`src/rtl/clock_set_pkg.sv`:
```
// Shared types and constants for the HH:MM:SS time-setting controller.
// Contents: controller state enum, field_sel encodings, BCD digit and
// two-digit field types, the packed HH:MM:SS payload, field limits,
// digit index constants for the 24-bit packing, and capture helpers.
package clock_set_pkg;

  typedef enum logic [2:0] {
    ST_RUN      = 3'd0,
    ST_EDIT_HR  = 3'd1,
    ST_EDIT_MIN = 3'd2,
    ST_EDIT_SEC = 3'd3,
    ST_COMMIT   = 3'd4
  } state_t;

  localparam logic [1:0] FSEL_NONE = 2'd0;
  localparam logic [1:0] FSEL_HR   = 2'd1;
  localparam logic [1:0] FSEL_MIN  = 2'd2;
  localparam logic [1:0] FSEL_SEC  = 2'd3;

  typedef logic [3:0] bcd_t;

  typedef struct packed {
    bcd_t tens;
    bcd_t ones;
  } bcd2_t;

  // Same packing as cur_digits / set_value: {h10,h1,m10,m1,s10,s1}
  typedef struct packed {
    bcd2_t hr;
    bcd2_t min;
    bcd2_t sec;
  } hms_t;

  localparam bcd2_t HR_MAX = 8'h23;
  localparam bcd2_t MS_MAX = 8'h59;

  // Digit positions (x4 gives the bit offset) inside the 24-bit packing
  localparam int unsigned DIG_S1     = 0;
  localparam int unsigned DIG_S10    = 1;
  localparam int unsigned DIG_M1     = 2;
  localparam int unsigned DIG_M10    = 3;
  localparam int unsigned DIG_H1     = 4;
  localparam int unsigned DIG_H10    = 5;
  localparam int unsigned NUM_DIGITS = DIG_H10 + 1;

  // Any non-BCD ones digit or out-of-range value loads as 00. With a valid
  // ones digit, packed BCD compares like the numeric value, and a bad tens
  // digit always exceeds max.
  function automatic bcd2_t bcd2_sanitize(input bcd2_t v, input bcd2_t max);
    if ((v.ones > 4'd9) || (v > max)) return bcd2_t'(8'h00);
    return v;
  endfunction

  function automatic logic is_edit(input state_t s);
    return (s == ST_EDIT_HR) || (s == ST_EDIT_MIN) || (s == ST_EDIT_SEC);
  endfunction

endpackage

```
`src/rtl/bcd2_wrap_inc.sv`:
```
// Combinational two-digit BCD incrementer that wraps MAX back to 00.
// Ports:
//   value  - current two-digit BCD field
//   result - value + 1, with 9->0 ones carry into tens, MAX -> 00
module bcd2_wrap_inc
  import clock_set_pkg::*;
#(
  parameter bcd2_t MAX = MS_MAX
) (
  input  bcd2_t value,
  output bcd2_t result
);

  always_comb begin
    result = value;
    if (value == MAX) begin
      result = bcd2_t'(8'h00);
    end else if (value.ones == 4'd9) begin
      result.tens = value.tens + 4'd1;
      result.ones = 4'd0;
    end else begin
      result.ones = value.ones + 4'd1;
    end
  end

endmodule

```
`src/rtl/clock_set_ctrl.sv`:
```
// Time-setting controller for the HH:MM:SS digit counter chain.
// RUN enables counting; edit states freeze the chain and step the selected
// field in a shadow copy; COMMIT loads all six digit counters for one cycle.
// Optional macro CLOCK_SET_BLINK_EN: divided blink of the selected field;
// without it blink is simply high in every edit state.
// Ports:
//   clk, reset  - clock, asynchronous active-high reset
//   mode_btn    - pulse: enter edit / next field / commit
//   inc_btn     - pulse: increment selected field
//   cur_digits  - live counter digits {h10,h1,m10,m1,s10,s1}
//   run_en      - count enable to the chain
//   set_pulse   - per-digit load strobe (COMMIT only)
//   set_value   - load values, held between commits
//   field_sel   - 0 none, 1 hours, 2 minutes, 3 seconds
//   blink       - blanking hint for the selected field
module clock_set_ctrl
  import clock_set_pkg::*;
#(
  parameter int unsigned TIMEOUT_CYCLES = 1000,
  parameter int unsigned BLINK_DIV      = 250
) (
  input  logic        clk,
  input  logic        reset,
  input  logic        mode_btn,
  input  logic        inc_btn,
  input  logic [23:0] cur_digits,
  output logic        run_en,
  output logic [5:0]  set_pulse,
  output logic [23:0] set_value,
  output logic [1:0]  field_sel,
  output logic        blink
);

  localparam int unsigned TW = (TIMEOUT_CYCLES == 0) ? 1 : $clog2(TIMEOUT_CYCLES + 1);

  state_t        state, next_state;
  hms_t          shadow;
  hms_t          cur;
  bcd2_t         hr_inc, min_inc, sec_inc;
  logic [TW-1:0] tmo_cnt;
  logic          tmo_hit;
  logic          inc_only;

  assign cur      = hms_t'(cur_digits);
  // Mode wins over a simultaneous increment
  assign inc_only = inc_btn & ~mode_btn;
  assign tmo_hit  = (TIMEOUT_CYCLES != 0) && (tmo_cnt == TW'(TIMEOUT_CYCLES));

  bcd2_wrap_inc #(.MAX(HR_MAX)) u_hr_inc  (.value(shadow.hr),  .result(hr_inc));
  bcd2_wrap_inc #(.MAX(MS_MAX)) u_min_inc (.value(shadow.min), .result(min_inc));
  bcd2_wrap_inc #(.MAX(MS_MAX)) u_sec_inc (.value(shadow.sec), .result(sec_inc));

  // State register
  always_ff @(posedge clk or posedge reset) begin
    if (reset) state <= ST_RUN;
    else       state <= next_state;
  end

  // Next-state logic; an idle timeout abandons the edit without loading
  always_comb begin
    next_state = state;
    case (state)
      ST_RUN: begin
        if (mode_btn) next_state = ST_EDIT_HR;
      end
      ST_EDIT_HR: begin
        if (mode_btn)                 next_state = ST_EDIT_MIN;
        else if (!inc_btn && tmo_hit) next_state = ST_RUN;
      end
      ST_EDIT_MIN: begin
        if (mode_btn)                 next_state = ST_EDIT_SEC;
        else if (!inc_btn && tmo_hit) next_state = ST_RUN;
      end
      ST_EDIT_SEC: begin
        if (mode_btn)                 next_state = ST_COMMIT;
        else if (!inc_btn && tmo_hit) next_state = ST_RUN;
      end
      ST_COMMIT: next_state = ST_RUN;
      default:   next_state = ST_RUN;
    endcase
  end

`ifdef CLOCK_SET_BLINK_EN
  localparam int unsigned BDW = (BLINK_DIV <= 1) ? 1 : $clog2(BLINK_DIV);

  logic [BDW-1:0] blink_cnt;
  logic           blink_q;

  // Blink divider restarts high on every edit-state entry, idle low outside edit
  always_ff @(posedge clk or posedge reset) begin
    if (reset) begin
      blink_cnt <= '0;
      blink_q   <= 1'b0;
    end else if (!is_edit(next_state)) begin
      blink_cnt <= '0;
      blink_q   <= 1'b0;
    end else if (next_state != state) begin
      blink_cnt <= '0;
      blink_q   <= 1'b1;
    end else if (blink_cnt == BDW'(BLINK_DIV - 1)) begin
      blink_cnt <= '0;
      blink_q   <= ~blink_q;
    end else begin
      blink_cnt <= blink_cnt + BDW'(1);
    end
  end
`else
  // No divider in this build; the parameter only keeps the interface uniform
  if (BLINK_DIV == 0) begin : g_blink_div_unused
  end
`endif

  // Moore outputs decoded from the state register
  always_comb begin
    run_en    = 1'b0;
    field_sel = FSEL_NONE;
    set_pulse = '0;
    blink     = 1'b0;
    case (state)
      ST_RUN:      run_en    = 1'b1;
      ST_EDIT_HR:  field_sel = FSEL_HR;
      ST_EDIT_MIN: field_sel = FSEL_MIN;
      ST_EDIT_SEC: field_sel = FSEL_SEC;
      ST_COMMIT:   set_pulse = {NUM_DIGITS{1'b1}};
      default:     run_en    = 1'b1;
    endcase
`ifdef CLOCK_SET_BLINK_EN
    blink = blink_q;
`else
    blink = is_edit(state);
`endif
  end

  // Shadow time: sanitised capture on entry, per-field wrap increments in edit
  always_ff @(posedge clk or posedge reset) begin
    if (reset) begin
      shadow <= '0;
    end else if ((state == ST_RUN) && mode_btn) begin
      shadow.hr  <= bcd2_sanitize(cur.hr,  HR_MAX);
      shadow.min <= bcd2_sanitize(cur.min, MS_MAX);
      shadow.sec <= bcd2_sanitize(cur.sec, MS_MAX);
    end else if (inc_only) begin
      case (state)
        ST_EDIT_HR:  shadow.hr  <= hr_inc;
        ST_EDIT_MIN: shadow.min <= min_inc;
        ST_EDIT_SEC: shadow.sec <= sec_inc;
        default: ;
      endcase
    end
  end

  // Load value is registered on the edge into COMMIT and then held
  always_ff @(posedge clk or posedge reset) begin
    if (reset)                       set_value <= '0;
    else if (next_state == ST_COMMIT) set_value <= shadow;
  end

  // Idle counter: cleared outside edit, on field change and on any button
  always_ff @(posedge clk or posedge reset) begin
    if (reset) begin
      tmo_cnt <= '0;
    end else if (!is_edit(state) || mode_btn || inc_btn) begin
      tmo_cnt <= '0;
    end else if ((TIMEOUT_CYCLES != 0) && !tmo_hit) begin
      tmo_cnt <= tmo_cnt + TW'(1);
    end
  end

endmodule

```
`config.mk`:
```
export PLATFORM = sky130hd
export DESIGN_NAME = clock_set_ctrl
export DESIGN_NICKNAME = d
export VERILOG_FILES = /design/src/rtl/clock_set_pkg.sv /design/src/rtl/bcd2_wrap_inc.sv /design/src/rtl/clock_set_ctrl.sv
export SDC_FILE = /design/constraint.sdc
export NUM_CORES = 1
export LEC_CHECK = 0
export BUFFER_PORTS_ARGS = -buffer_cell sky130_fd_sc_hd__buf_2
export CELL_PAD_IN_SITES_DETAIL_PLACEMENT = 1
export CELL_PAD_IN_SITES_GLOBAL_PLACEMENT = 1
export CORE_MARGIN = 3
export CORE_UTILIZATION = 36
export CTS_BUF_LIST = sky130_fd_sc_hd__clkbuf_4
export DETAILED_ROUTE_END_ITERATION = 7
export PLACE_DENSITY_LB_ADDON = 0.1
export SLEW_MARGIN = 20
export SYNTH_ARGS = -nofsm -noshare
export SYNTH_HDL_FRONTEND = slang
export SYNTH_SLANG_ARGS = --single-unit
```
`constraint.sdc`:
```
create_clock -name clk -period 2.25 [get_ports clk]
set_input_delay 0.225 -clock clk [delete_from_list [all_inputs] [get_ports clk]]
set_output_delay 0.225 -clock clk [all_outputs]
set_load 0.02 [all_outputs]
```
==> out/summary.md <==
The worst setup path is launched from a flip-flop. The worst-case vdd ir drop came out at 473 µV. After detailed routing, the number of vias per cell comes to 5.13. For the pin with the worst max-slew slack, the measured transition is 0.665 ns.

Counting the buffers created by CTS gives 9. The fraction of synthesized cell area taken by the top area cell type works out to 46.3%. The routed wire length per instance is 15.2 µm, and the routability-driven placement congestion ratio is 0.842. Setup violations remaining at the end of the flow were counted as 0. The floorplan step set the die height to 102 µm. For the final routed database, the setup TNS stands at 0 ns.

The die is 102 µm wide. The count of buffers added on input and output ports is 61. The logs give 410 for the net count after synthesis and 0 for the initial antenna violation count. The total power divided by cell area was 1140 mW/mm²; the number of clock sinks seen by CTS was 61. For the final non-filler cell total, the log shows 543.

The number of nets still failing antenna checks after routing is 0, and the distinct cell type count after synthesis is 62. After synthesis, the share of cell area in mux cells is 0.341%. After synthesis, the largest family of logic cells by area is simple AND/OR/NAND/NOR gates.

Summing the areas of all compound-gate instances in the mapped netlist gives 16.4% of the synthesized area. Part of the Yosys area used for sequential elements: 46.3%. Dividing the final minimum period by the clock period gives 91.8%. The register clock-pin slew on the reported worst setup and hold paths is 0.10 ns. The H-tree was split into 3 levels. OpenSTA, run right after detailed placement, puts the worst setup slack at 0.195 ns. The async set-or-reset flop fraction in the synthesized netlist was 100%.

The overall via count from detail_route came out at 2786. The synthesized design contains 0 enable-type register cells. The most used flip-flop cell after synthesis is sky130_fd_sc_hd__dfrtp_1.

The final layout contains routed wiring with a total length of 8280 µm. After Yosys synthesis, full adders, half adders and majority gates account for 5.31% of the synthesized area. TritonCTS built the clock tree. Across the routed clock network, the largest skew measured is 0.0140 ns. Traced cell by cell, the critical path runs through or4b_4 > nand2_1 > and2_1 > a21oi_1 > a41o_1.

The first detailed-routing pass took 4 iterations. The post-route worst setup slack was 0.184 ns. The net count of the finished layout is 472. At the later pin of the worst-skew pair, clock insertion delay measures 0.39 ns. The analysis attributes to cell leakage a power of 1.90 nW.

In this run the worst path has a maximum fanout of 12. The clock period minus worst slack was 2.07 ns; the antenna diode instance count was 0. The delay of the slowest cell on the worst path is 0.70 ns.

The post-route netlist has 22.8% of its cells at a drive strength greater than 1. The post-synthesis simple-gate area fraction works out to 24.1%. After the first detailed-routing iteration, the DRC count stood at 87. The total overflow left after global routing is 0. The number of standard cells after synthesis is 368. Setup repair after global routing left no endpoint under its margin.

The total half-perimeter wirelength after legalization and detailed placement is 6190 µm, and the via count of the first global-routing pass is 2901. The synthesized netlist occupies a cell area of 0.00330 mm². The overall die area is 0.0104 mm². The buffer cell driving the clock tree root was sky130_fd_sc_hd__clkbuf_4. The logs give 0.00881 mm² for the core outline area and 14100 µm for the first-pass GRT wire length. The tools report the initial core utilization as 37.5%. The design draws 4.38 mW. Row generation in the floorplan step produced 34 rows. For this design the top-level I/O count stands at 62. The largest total area in the synthesized netlist belongs to sky130_fd_sc_hd__dfrtp_1. At the worst endpoint, the arrival time is 2.34 ns. For this run, the top clock speed supported by timing is 484 MHz.

The number of placed instances, taps included, is 526. During synthesis, Yosys emitted a total of 0 warnings. Path type of the worst min-delay path: input port to flip-flop. The worst setup path is of the flip-flop to flip-flop kind. The area growth from synthesis to final layout is 16.0%, and the hold violation total from the final report is 0. The flow ran to the end, and the final reports show no timing, DRC or antenna violations. Sorting the synthesized cells by area gives the leading types as sky130_fd_sc_hd__dfrtp_1 46%, sky130_fd_sc_hd__nand2_1 8.3%, sky130_fd_sc_hd__ha_1 5.3%.

Once layout is complete, the utilization of the core stands at 43.5%. The residual DRC count is 0, and the number of setup buffers added after CTS is 0. The worst max-slew margin expressed relative to the limit is 55.4%. For this design, the slowest cell found on the critical path is sky130_fd_sc_hd__or4b_4. The tools report the kind of end point of the critical path as a flip-flop. Summing the areas of all xor and xnor instances in the mapped netlist gives 2.12% of the synthesized area. Entering global routing, the biggest net connects 33 pins.

The run gives 17.2% as the overall global routing resource usage. For the max-capacitance violation count, the log shows 0. The register bit total from synthesis works out to 61. The final-report max-slew violation count was 0; the worst endpoint required time was 2.53 ns. The maximum clock insertion buffer count came out at 2.

Averaged over all synthesized cells, the footprint is 8.97 µm².
## metrics by stage
stage / hold slack [ns] / cell area, µm²
6_report: 0.0686 / 3830
5_1_grt: 0.0596 / 3830
4_1_cts: 0.0471 / 3820
3_5_place_dp: 0.247 / 3680
3_3_place_gp: 0.241 / 3680
2_1_floorplan: 0.330 / 3300
## cell families (layout without fill, tap and decap cells)
family / Yosys count / count (layout)
multiplexers: 1 / 1
XOR/XNOR: 8 / 8
AND/OR/NAND/NOR: 162 / 162
buffers and inverters: 36 / 103
AO/OA/AOI/OAI: 86 / 86
adder cells (fa/ha/maj): 14 / 14
flip-flops: 61 / 61
## sequential cells by signal, summed over array words and instances (netlist names)
register	count
tmo_cnt	10
state	3
set_value	24
shadow	24
## cells in the final DEF (no fill, tap or decap), drive strengths merged, types with 5 or more instances in the layout
| cell | netlist | routed |
|---|---|---|
| nand2 | 73 | 73 |
| buf | 13 | 69 |
| inv | 16 | 16 |
| dfrtp | 61 | 61 |
| clkinv | 1 | 6 |
| nor2b | 6 | 6 |
| a21oi | 25 | 25 |
| nand3 | 11 | 11 |
| o21ai | 35 | 35 |
| nor2 | 34 | 34 |
| clkbuf | 6 | 10 |
| nor3 | 5 | 5 |
| ha | 14 | 14 |
| xor2 | 5 | 5 |
## critical path: cells and delay by family (launching register included)
| family | cells | cell delay (ns) |
|---|---|---|
| AOI/OAI and AO/OA | 2 | 0.33 |
| DFF | 1 | 0.52 |
| and+or+nand+nor | 3 | 1.12 |
## area by class of cell
cell class	count	area, µm²
Fill cell	1065	4980
Multi-Input combinational cell	271	1600
Sequential cell	61	1530
Timing Repair Buffer	70	375
Tap cell	108	135
Clock buffer	10	75.1
Inverter	17	63.8
Clock inverter	6	53.8
## cells in the mapped netlist (5+ instances only)
| cell | instances |
|---|---|
| sky130_fd_sc_hd__buf_4 | 7 |
| sky130_fd_sc_hd__clkbuf_1 | 6 |
| sky130_fd_sc_hd__nor2b_1 | 6 |
| sky130_fd_sc_hd__inv_1 | 16 |
| sky130_fd_sc_hd__dfrtp_1 | 61 |
| sky130_fd_sc_hd__a21oi_1 | 24 |
| sky130_fd_sc_hd__o21ai_0 | 25 |
| sky130_fd_sc_hd__ha_1 | 14 |
| sky130_fd_sc_hd__nor2_1 | 34 |
| sky130_fd_sc_hd__o21ai_1 | 9 |
| sky130_fd_sc_hd__nand2_1 | 73 |
| sky130_fd_sc_hd__nand3_1 | 11 |
| sky130_fd_sc_hd__xor2_1 | 5 |
## worst paths after layout
check | start | end | slack, ns | depth (start not counted)
max in group asynchronous | reset | set_value[9] | 1.17 | 4
worst min-delay path | cur_digits[2] | shadow[2] | 0.07 | 3
worst max register to register | state[0] | shadow[7] | 0.18 | 5
min in group asynchronous | reset | set_value[2] | 0.37 | 3
worst max-delay path | state[0] | shadow[7] | 0.18 | 5
worst min register to register | set_value[4] | set_value[4] | 0.48 | 2
## layer usage
| layer | GRT usage [%] | vias to the layer above | part of all wire (%) |
|---|---|---|---|
| met4 | 5.01 | 0 | 0.93 |
| met3 | 3.31 | 8 | 3.2 |
| met5 | 0 | - | 0 |
| li1 | - | 1392 | - |
| met1 | 22.6 | 1342 | 47 |
| met2 | 28.7 | 44 | 49 |
## power breakdown
group	switching, mW	leakage [nW]	internal, mW
combinational	1.11	1.03	0.714
clock	0.395	0.0773	0.341
sequential	0.355	0.790	1.46
## repair_timing
action | CTS | global route
setup endpoints to repair | 0 | 7
gates resized for setup | 0 | 1
hold buffers | 1 | 0
hold endpoints to repair | 18 | 0
Power figures use the tool's default switching activity.
